==> src/rtl/ifetch_queue_pkg.sv <==
// Shared fetch-path types and constants.
package ifetch_queue_pkg;

  localparam int WIDTH = 32;
  localparam logic [31:0] INSTR_NOP = 32'h0000_0013;

  typedef struct packed {
    logic [31:0] pc;
    logic [31:0] instr;
    logic        misal;
  } fetch_entry_t;

  // A fetch address is misaligned when it is not word aligned.
  function automatic logic is_misal(input logic [31:0] addr);
    return addr[1:0] != 2'b00;
  endfunction

endpackage

==> src/rtl/ifetch_queue_if.sv <==
// Fetch-queue bus: PC request side, ROM port and decode side.
interface ifetch_queue_if #(
  parameter int WIDTH = 32
);
  logic             pc_valid;
  logic [WIDTH-1:0] pc;
  logic             pc_ready;
  logic             mem_req;
  logic [WIDTH-1:0] mem_addr;
  logic [WIDTH-1:0] mem_rdata;
  logic             flush;
  logic             instr_valid;
  logic [WIDTH-1:0] instr;
  logic [WIDTH-1:0] instr_pc;
  logic             instr_misal;
  logic             instr_ready;

  modport slave (
    input  pc_valid, pc, mem_rdata, flush, instr_ready,
    output pc_ready, mem_req, mem_addr, instr_valid, instr, instr_pc, instr_misal
  );

  modport master (
    output pc_valid, pc, mem_rdata, flush, instr_ready,
    input  pc_ready, mem_req, mem_addr, instr_valid, instr, instr_pc, instr_misal
  );
endinterface

==> src/rtl/ifetch_queue_sync_fifo.sv <==
// Small synchronous FIFO with flush; head is read straight from storage flops.
module sync_fifo
  import ifetch_queue_pkg::*;
#(
  parameter int WIDTH = $bits(fetch_entry_t),
  parameter int DEPTH = 4
) (
  input  logic                     clk,
  input  logic                     rst,
  input  logic                     push,
  input  logic [WIDTH-1:0]         push_data,
  input  logic                     pop,
  input  logic                     flush,
  output logic [$clog2(DEPTH):0]   count,
  output logic [WIDTH-1:0]         head
);
  localparam int AW = $clog2(DEPTH);

  logic [WIDTH-1:0] mem_q [DEPTH];
  logic [WIDTH-1:0] mem_d [DEPTH];
  logic [AW-1:0]    wr_ptr_q, wr_ptr_d;
  logic [AW-1:0]    rd_ptr_q, rd_ptr_d;
  logic [AW:0]      count_q, count_d;
  logic             do_push, do_pop;

  // Next-state: flush wins over everything; a pop of an empty FIFO is ignored.
  always_comb begin
    mem_d    = mem_q;
    wr_ptr_d = wr_ptr_q;
    rd_ptr_d = rd_ptr_q;
    count_d  = count_q;
    do_push  = push & ~flush;
    do_pop   = pop & ~flush & (count_q != '0);
    if (flush) begin
      wr_ptr_d = '0;
      rd_ptr_d = '0;
      count_d  = '0;
    end else begin
      if (do_push) begin
        mem_d[wr_ptr_q] = push_data;
        wr_ptr_d        = wr_ptr_q + 1'b1;
      end
      if (do_pop) begin
        rd_ptr_d = rd_ptr_q + 1'b1;
      end
      case ({do_push, do_pop})
        2'b10:   count_d = count_q + 1'b1;
        2'b01:   count_d = count_q - 1'b1;
        default: count_d = count_q;
      endcase
    end
  end

  // Storage and pointer registers; storage is cleared so the head reads zero after reset.
  always_ff @(posedge clk or posedge rst) begin
    if (rst) begin
      for (int i = 0; i < DEPTH; i++) mem_q[i] <= '0;
      wr_ptr_q <= '0;
      rd_ptr_q <= '0;
      count_q  <= '0;
    end else begin
      mem_q    <= mem_d;
      wr_ptr_q <= wr_ptr_d;
      rd_ptr_q <= rd_ptr_d;
      count_q  <= count_d;
    end
  end

  assign count = count_q;
  assign head  = mem_q[rd_ptr_q];

endmodule

==> src/rtl/ifetch_queue.sv <==
// Instruction fetch queue: issues ROM reads for accepted PCs and buffers
// {pc, instr, misal} for decode. A slot is reserved per in-flight read.
module ifetch_queue
  import ifetch_queue_pkg::*;
#(
  parameter int WIDTH = ifetch_queue_pkg::WIDTH,
  parameter int DEPTH = 4
) (
  input logic           clk,
  input logic           rst,
  ifetch_queue_if.slave bus
);
  localparam int EW = $bits(fetch_entry_t);
  localparam int CW = $clog2(DEPTH) + 1;

  logic             inflight_q, inflight_d;
  logic [WIDTH-1:0] pc_q, pc_d;
  logic [CW-1:0]    count;
  logic [EW-1:0]    head_raw;
  fetch_entry_t     head;
  fetch_entry_t     wr_entry;
  logic             pc_ready, accept;

  // Credit check uses registered occupancy only, so same-cycle pops never
  // open pc_ready; flush blocks new requests for its cycle.
  always_comb begin
    pc_ready   = ~bus.flush & ((int'(count) + int'(inflight_q)) < DEPTH);
    accept     = bus.pc_valid & pc_ready;
    inflight_d = accept;
    pc_d       = accept ? bus.pc : pc_q;
    wr_entry   = '{pc: pc_q, instr: bus.mem_rdata, misal: is_misal(pc_q)};
  end

  // In-flight read tracking; reset and flush both drop the outstanding read.
  always_ff @(posedge clk or posedge rst) begin
    if (rst) begin
      inflight_q <= 1'b0;
      pc_q       <= '0;
    end else begin
      inflight_q <= inflight_d;
      pc_q       <= pc_d;
    end
  end

  sync_fifo #(
    .WIDTH (EW),
    .DEPTH (DEPTH)
  ) u_fifo (
    .clk       (clk),
    .rst       (rst),
    .push      (inflight_q),
    .push_data (wr_entry),
    .pop       (bus.instr_ready),
    .flush     (bus.flush),
    .count     (count),
    .head      (head_raw)
  );

  assign head            = fetch_entry_t'(head_raw);
  assign bus.pc_ready    = pc_ready;
  assign bus.mem_req     = accept;
  assign bus.mem_addr    = bus.pc;
  assign bus.instr_valid = (count != '0);
  assign bus.instr       = head.instr;
  assign bus.instr_pc    = head.pc;
  assign bus.instr_misal = head.misal;

endmodule

==> src/flat_wrapper.sv <==
// flat-port wrapper written by rule: the top's interface ports become plain ports
module ifetch_queue_flat import ifetch_queue_pkg::*;
#(
  parameter int WIDTH = ifetch_queue_pkg::WIDTH,
  parameter int DEPTH = 4
)
  (clk, rst, bus_pc_valid, bus_pc, bus_mem_rdata, bus_flush, bus_instr_ready, bus_pc_ready, bus_mem_req, bus_mem_addr, bus_instr_valid, bus_instr, bus_instr_pc, bus_instr_misal);
  ifetch_queue_if #(.WIDTH(WIDTH)) bus_i ();
  input logic clk;
  input logic rst;
  input wire logic [$bits(bus_i.pc_valid)-1:0] bus_pc_valid;
  input wire logic [$bits(bus_i.pc)-1:0] bus_pc;
  input wire logic [$bits(bus_i.mem_rdata)-1:0] bus_mem_rdata;
  input wire logic [$bits(bus_i.flush)-1:0] bus_flush;
  input wire logic [$bits(bus_i.instr_ready)-1:0] bus_instr_ready;
  output wire logic [$bits(bus_i.pc_ready)-1:0] bus_pc_ready;
  output wire logic [$bits(bus_i.mem_req)-1:0] bus_mem_req;
  output wire logic [$bits(bus_i.mem_addr)-1:0] bus_mem_addr;
  output wire logic [$bits(bus_i.instr_valid)-1:0] bus_instr_valid;
  output wire logic [$bits(bus_i.instr)-1:0] bus_instr;
  output wire logic [$bits(bus_i.instr_pc)-1:0] bus_instr_pc;
  output wire logic [$bits(bus_i.instr_misal)-1:0] bus_instr_misal;
  assign bus_i.pc_valid = bus_pc_valid;
  assign bus_i.pc = bus_pc;
  assign bus_i.mem_rdata = bus_mem_rdata;
  assign bus_i.flush = bus_flush;
  assign bus_i.instr_ready = bus_instr_ready;
  assign bus_pc_ready = bus_i.pc_ready;
  assign bus_mem_req = bus_i.mem_req;
  assign bus_mem_addr = bus_i.mem_addr;
  assign bus_instr_valid = bus_i.instr_valid;
  assign bus_instr = bus_i.instr;
  assign bus_instr_pc = bus_i.instr_pc;
  assign bus_instr_misal = bus_i.instr_misal;
  ifetch_queue #(.WIDTH(WIDTH), .DEPTH(DEPTH)) u_core (.clk(clk), .rst(rst), .bus(bus_i));
endmodule
==> config.mk <==
export PLATFORM = sky130hd
export DESIGN_NAME = ifetch_queue_flat
export DESIGN_NICKNAME = d
export VERILOG_FILES = /design/src/rtl/ifetch_queue_pkg.sv /design/src/rtl/ifetch_queue_if.sv /design/src/rtl/ifetch_queue_sync_fifo.sv /design/src/rtl/ifetch_queue.sv /design/src/flat_wrapper.sv
export SDC_FILE = /design/constraint.sdc
export NUM_CORES = 1
export LEC_CHECK = 0
export BUFFER_PORTS_ARGS = -buffer_cell sky130_fd_sc_hd__buf_2
export CAP_MARGIN = 20
export CORE_MARGIN = 5
export CORE_UTILIZATION = 30
export DETAILED_ROUTE_END_ITERATION = 12
export PLACE_DENSITY = 0.48
export SLEW_MARGIN = 20
export SYNTH_ARGS = -nofsm -noshare
export SYNTH_HDL_FRONTEND = slang
export SYNTH_SLANG_ARGS = --single-unit
==> constraint.sdc <==
create_clock -name clk -period 14.3 [get_ports clk]
set_clock_uncertainty 0.05 [all_clocks]
set_input_delay 2.86 -clock clk [delete_from_list [all_inputs] [get_ports clk]]
set_output_delay 2.86 -clock clk [all_outputs]
set_load 0.01 [all_outputs]
### Yosys cells after proc, flatten, opt, wreduce, memory -nomap -nowiden

Index checks and enable logic that the tools add are counted.

| word-level totals | value |
|---|---|
| flip-flop bits (word level) | 300 |
| input port bits | 69 |
| output and inout bits | 100 |
| word-level logic and storage cells | 47 |

| operators by class | value |
|---|---|
| $add $sub $neg | 5 |
| $lt $le $gt $ge | 4 |
| equal/unequal tests | 2 |
| multiplexer cells | 12 |
| bitwise gates (word level) | 8 |
| reductions and logical operators | 7 |

Operator list:

| kind | number |
|---|---|
| $bwmux 260 | 1 |
| $mux 65 | 3 |
| $bmux 65 s2 | 1 |
| $demux 65 s2 | 1 |
| $lt 32x4->1 const B | 1 |
| $mux 2 | 4 |
| $ge 3x3->1 const B | 2 |
| $not 2->3 | 2 |
| $pmux 3 s2 | 1 |
| $reduce_bool 2->1 | 3 |
| $reduce_bool 3->1 | 2 |
| $and 1x1->1 | 5 |
| $add 2x1->2 const B | 2 |
| $add 3x1->4 | 1 |
| $add 3x1->3 const B | 1 |
| $lt 3x1->1 const B | 1 |
| $mux 3 | 1 |
| $sub 3x1->3 const B | 1 |
| $eq 2x1->1 const B | 1 |
| $eq 2x2->1 const B | 1 |
| $reduce_and 2->1 | 1 |
| $logic_and 1x1->1 | 1 |
| $not 1->1 | 1 |

### Longest topological paths before layout

| depth | value |
|---|---|
| depth in word-level cells | 6 |
| mapped depth | 7 |

### By module

Synthesis repeated with hierarchy kept, for this count alone.

| unflattened totals | value |
|---|---|
| cells, all modules | 786 |
| area total of the unflattened synthesis | 13377.8 µm² |

By module, submodules not included:

| module | times used | cells an instance | area an instance (µm²) | sequential area each (µm²) |
|---|---|---|---|---|
| sync_fifo | 1 | 680 | 11767.5 | 6681.4 |
| ifetch_queue | 1 | 106 | 1610.3 | 825.8 |

### Worst setup path before layout

OpenSTA, ideal clock, no wires.

| path | value |
|---|---|
| path type | input to output |
| start point | in bus_flush |
| end point | out bus_mem_req |
| data arrival time | 3.725 ns |
| required time | 11.390 ns |
| setup slack | 7.665 ns |
| stages on the path | 5 |
| buffers on the path | 2 |
| cells stage by stage | buf_2 -> a311oi_4 -> nand2_4 -> buf_6 -> inv_1 |

| on the way | value |
|---|---|
| cells in the longest elaborated chain, start to end | 3 |

RTL lines:

| what | RTL line | source |
|---|---|---|
| from (decl) | flat_wrapper.sv:14 | `input wire logic [$bits(bus_i.flush)-1:0] bus_flush;` |
| $not 1->1 (no line) | - |  |
| $and 1x1->1 | ifetch_queue.sv:27 | `pc_ready = ~bus.flush & ((int'(count) + int'(inflight_q)) < DEPTH);` |
| via bus_pc_ready | flat_wrapper.sv:16 | `output wire logic [$bits(bus_i.pc_ready)-1:0] bus_pc_ready;` |
| $and 1x1->1 | ifetch_queue.sv:28 | `accept = bus.pc_valid & pc_ready;` |
| to (decl) | flat_wrapper.sv:17 | `output wire logic [$bits(bus_i.mem_req)-1:0] bus_mem_req;` |

The timed path passes the listed nets, and every way through them passes these cells.

### Worst setup path after layout

| path | value |
|---|---|
| start point | in bus_flush |
| end point | out bus_mem_req |

| on the way | value |
|---|---|
| cells in the longest elaborated chain, start to end | 3 |

RTL lines:

| what | RTL line |
|---|---|
| $not 1->1 (no line) | - |
| $and 1x1->1 | ifetch_queue.sv:27 |
| $and 1x1->1 | ifetch_queue.sv:28 |

No other way between the ends.

==> metrics.txt <==
largest net degree at the start of global routing 107; starting density of the core 30.2%; wire per inst roughly 20 um; highest clock rate between 0.15 and 0.2 GHz; RSZ-0062 raised after global routing no; power per standard cell area around 200 mW/mm2; CP Class in -> out; Detail Placement HPWL around 17000 um; full die area a little under 0.05 mm2; I/O Buffers between 150 and 200; Boundary Pins 169; hold depth 2; CP Cell Sequence buf_2 -> a311oi_4 -> nand2_4 -> inv_1 -> buf_2; slowest stage cell, crit path a311oi_4; vias per cell around 4.6; CP most frequent cell buf_2; final core occ about 36%; delay-heaviest family, CP buffers and inverters; Area Growth Syn to Fin 19.3%; GRT Residual Overflow 0; Synth cell types 33; root buf cell clkbuf_16; Critical Path RT 11.39 ns; Final Non-Filler Cells 1551; syn_nets between 800 and 900; share of layout cells above drive strength 1 63.3%; final hold vios 0; Post-Synthesis Cells 793; Nets between 1000 and 1500; router iterations before antenna repair 4; Worst EP arrival 3.75 ns; Synth top area share between 50% and 60%; Static Leak between 0.007 and 0.008 uW; final period utilization around 47%; FF+latch count, synth 300; reg2reg path depth 3; number of global-route vias before repair 7950; Ys Warns 0; Final setup viols 0; n_diodes 0; final setup TNS 0 ns; deepest clock path buffer count 3; Top FF cell, synth dfrtp_1; CTS tree built; cell with the most instances after synthesis dfrtp_1; worst vdd ir a little under 0.07 mV; Rel. slew slack 31.0%; mapped cell area 0.0133 mm2; Core ar. around 0.044 mm2; Post CTS Setup Buffer Count 0; Routability Congestion 0.673; clk slew on worst S/H paths 0.06 ns; Total Wirelength slightly above 30000 um; startpoint types input pin; commonest cells in the synthesized netlist 300 x dfrtp_1, 259 x mux2_2, 65 x mux4_2, 36 x buf_2, 36 x buf_4; MaxCap Viol Count 0; Yosys top cell by area dfrtp_1; Worst-Margin Slew ~1.0 ns; First DRT Iteration DRCs 265; Area contributors post-synth dfrtp_1 57%, mux2_2 22%, mux4_2 11%; Syn Area/Cell roughly 17 um2; Core Rows 77; post-route DRC violation count 0; hold buffers post-CTS 0; number of synthesized flops with an enable pin 0; critical-path maximum fanout 14; TritonCTS Buffers 38; placed cell count roughly 1500; gr usage total about 13%; Seq/Total Area, Yosys 56.6%; WP buf/inv 3; post-CTS sizing 0; Period minus WS final roughly 6.7 ns; Final Max Slew Viols 0; path type of the worst min-delay path reg -> reg; H-tree depth 2; Die X-Extent about 220 um; crit-path max cell delay about 0.30 ns; Clock Sinks 300; Clock Latency Late Sink roughly 0.54 ns; DRT antenna net count 0; WP depth 5; antenna violations before repair 0; asr flop ratio synth 100%; vias between 7000 and 8000; endpoint type of the worst setup path output pin; die height about 220 um; global-route wire length before repair between 40000 and 50000 um; status finished clean
[final timing paths]
check | startpoint | endpoint | slack, ns
min | u_core.u_fifo.mem_q[130] | u_core.u_fifo.mem_q[130] | 0.43
min in group asynchronous | rst | u_core.u_fifo.mem_q[227] | 2.38
max in group asynchronous | rst | u_core.u_fifo.mem_q[254] | 9.74
min reg2reg | u_core.u_fifo.mem_q[130] | u_core.u_fifo.mem_q[130] | 0.43
max | bus_flush | bus_mem_req | 7.64
max reg2reg | u_core.inflight_q | u_core.u_fifo.mem_q[9] | 11.47
[worst min-delay path: cells and delay by family, from the launching register on]
kind            cells  cell delay (ns)
compound gates      1             0.06
flops               1             0.34
simple gates        1             0.04
[layer usage]
layer	vias to the layer above	part of all wire (%)	track usage (%)
met5	-	0	0
met4	0	2.5	4.47
met3	51	4.4	2.63
met2	132	47	20.2
met1	3782	46	17.5
li1	3188	-	-
[sequential cells by signal (all words and copies together), names as in the netlist]
signal	flops
u_core.u_fifo.wr_ptr_q	2
u_core.u_fifo.mem_q	260
u_core.u_fifo.rd_ptr_q	2
u_core.pc_q	32
u_core.u_fifo.count	3
u_core.inflight_q	1
[stage by stage]
| step | cell area (um2) | setup slack [ns] | total power [uW] | hold slack, ns |
|---|---|---|---|---|
| 2_1_floorplan | 13300 | 3.10 | 1830 | 0.395 |
| 3_3_place_gp | 14400 | 7.61 | 2110 | 0.412 |
| 3_5_place_dp | 14400 | 7.60 | 2130 | 0.416 |
| 4_1_cts | 15800 | 7.60 | 3200 | 0.430 |
| 5_1_grt | 15800 | 7.59 | 3310 | 0.458 |
| 6_report | 15800 | 7.64 | 3130 | 0.431 |
[cell usage in the layout, fill, tap and decap left out, types with 2 or more instances in the layout]
master	instances
mux2_4	29
dfrtp_1	298
or3b_2	3
clkbuf_8	7
nand3b_1	4
nand2_1	5
nor2_1	9
inv_6	2
buf_2	168
buf_4	12
bufinv_16	7
xor2_1	2
o21ai_0	5
dfrtp_4	2
inv_8	2
mux4_2	65
inv_1	5
xnor2_1	3
clkinvlp_4	2
o2111ai_1	2
clkbuf_1	3
clkbuf_16	39
mux2_2	259
clkinv_2	6
ha_1	4
[logic make-up after synthesis]
kind of cell / count (synthesis) / share of synthesized area (%)
buffers and inverters: 89 / 4.11
DFF: 300 / 56.6
AOI/OAI and AO/OA: 15 / 0.944
muxes: 354 / 36.4
adders and majority gates: 5 / 0.529
xor gates and xnor gates: 5 / 0.330
and+or+nand+nor: 25 / 1.05
[cell type report]
class,instances,area [um2]
clock buffers,49,1080
clock inverters,19,293
fillers,4306,28100
inverters,6,30.0
multi-input cells,404,5200
flip-flops and latches,300,7510
well taps,592,741
repair buffers,181,942
[power breakdown]
| part | switching [uW] | leakage [uW] | internal (uW) | total [uW] |
|---|---|---|---|---|
| clock | 380 | 0.000676 | 663 | 1040 |
| sequential | 170 | 0.00386 | 1090 | 1260 |
| combinational | 329 | 0.00286 | 487 | 816 |
Power figures use the tool's default switching activity.
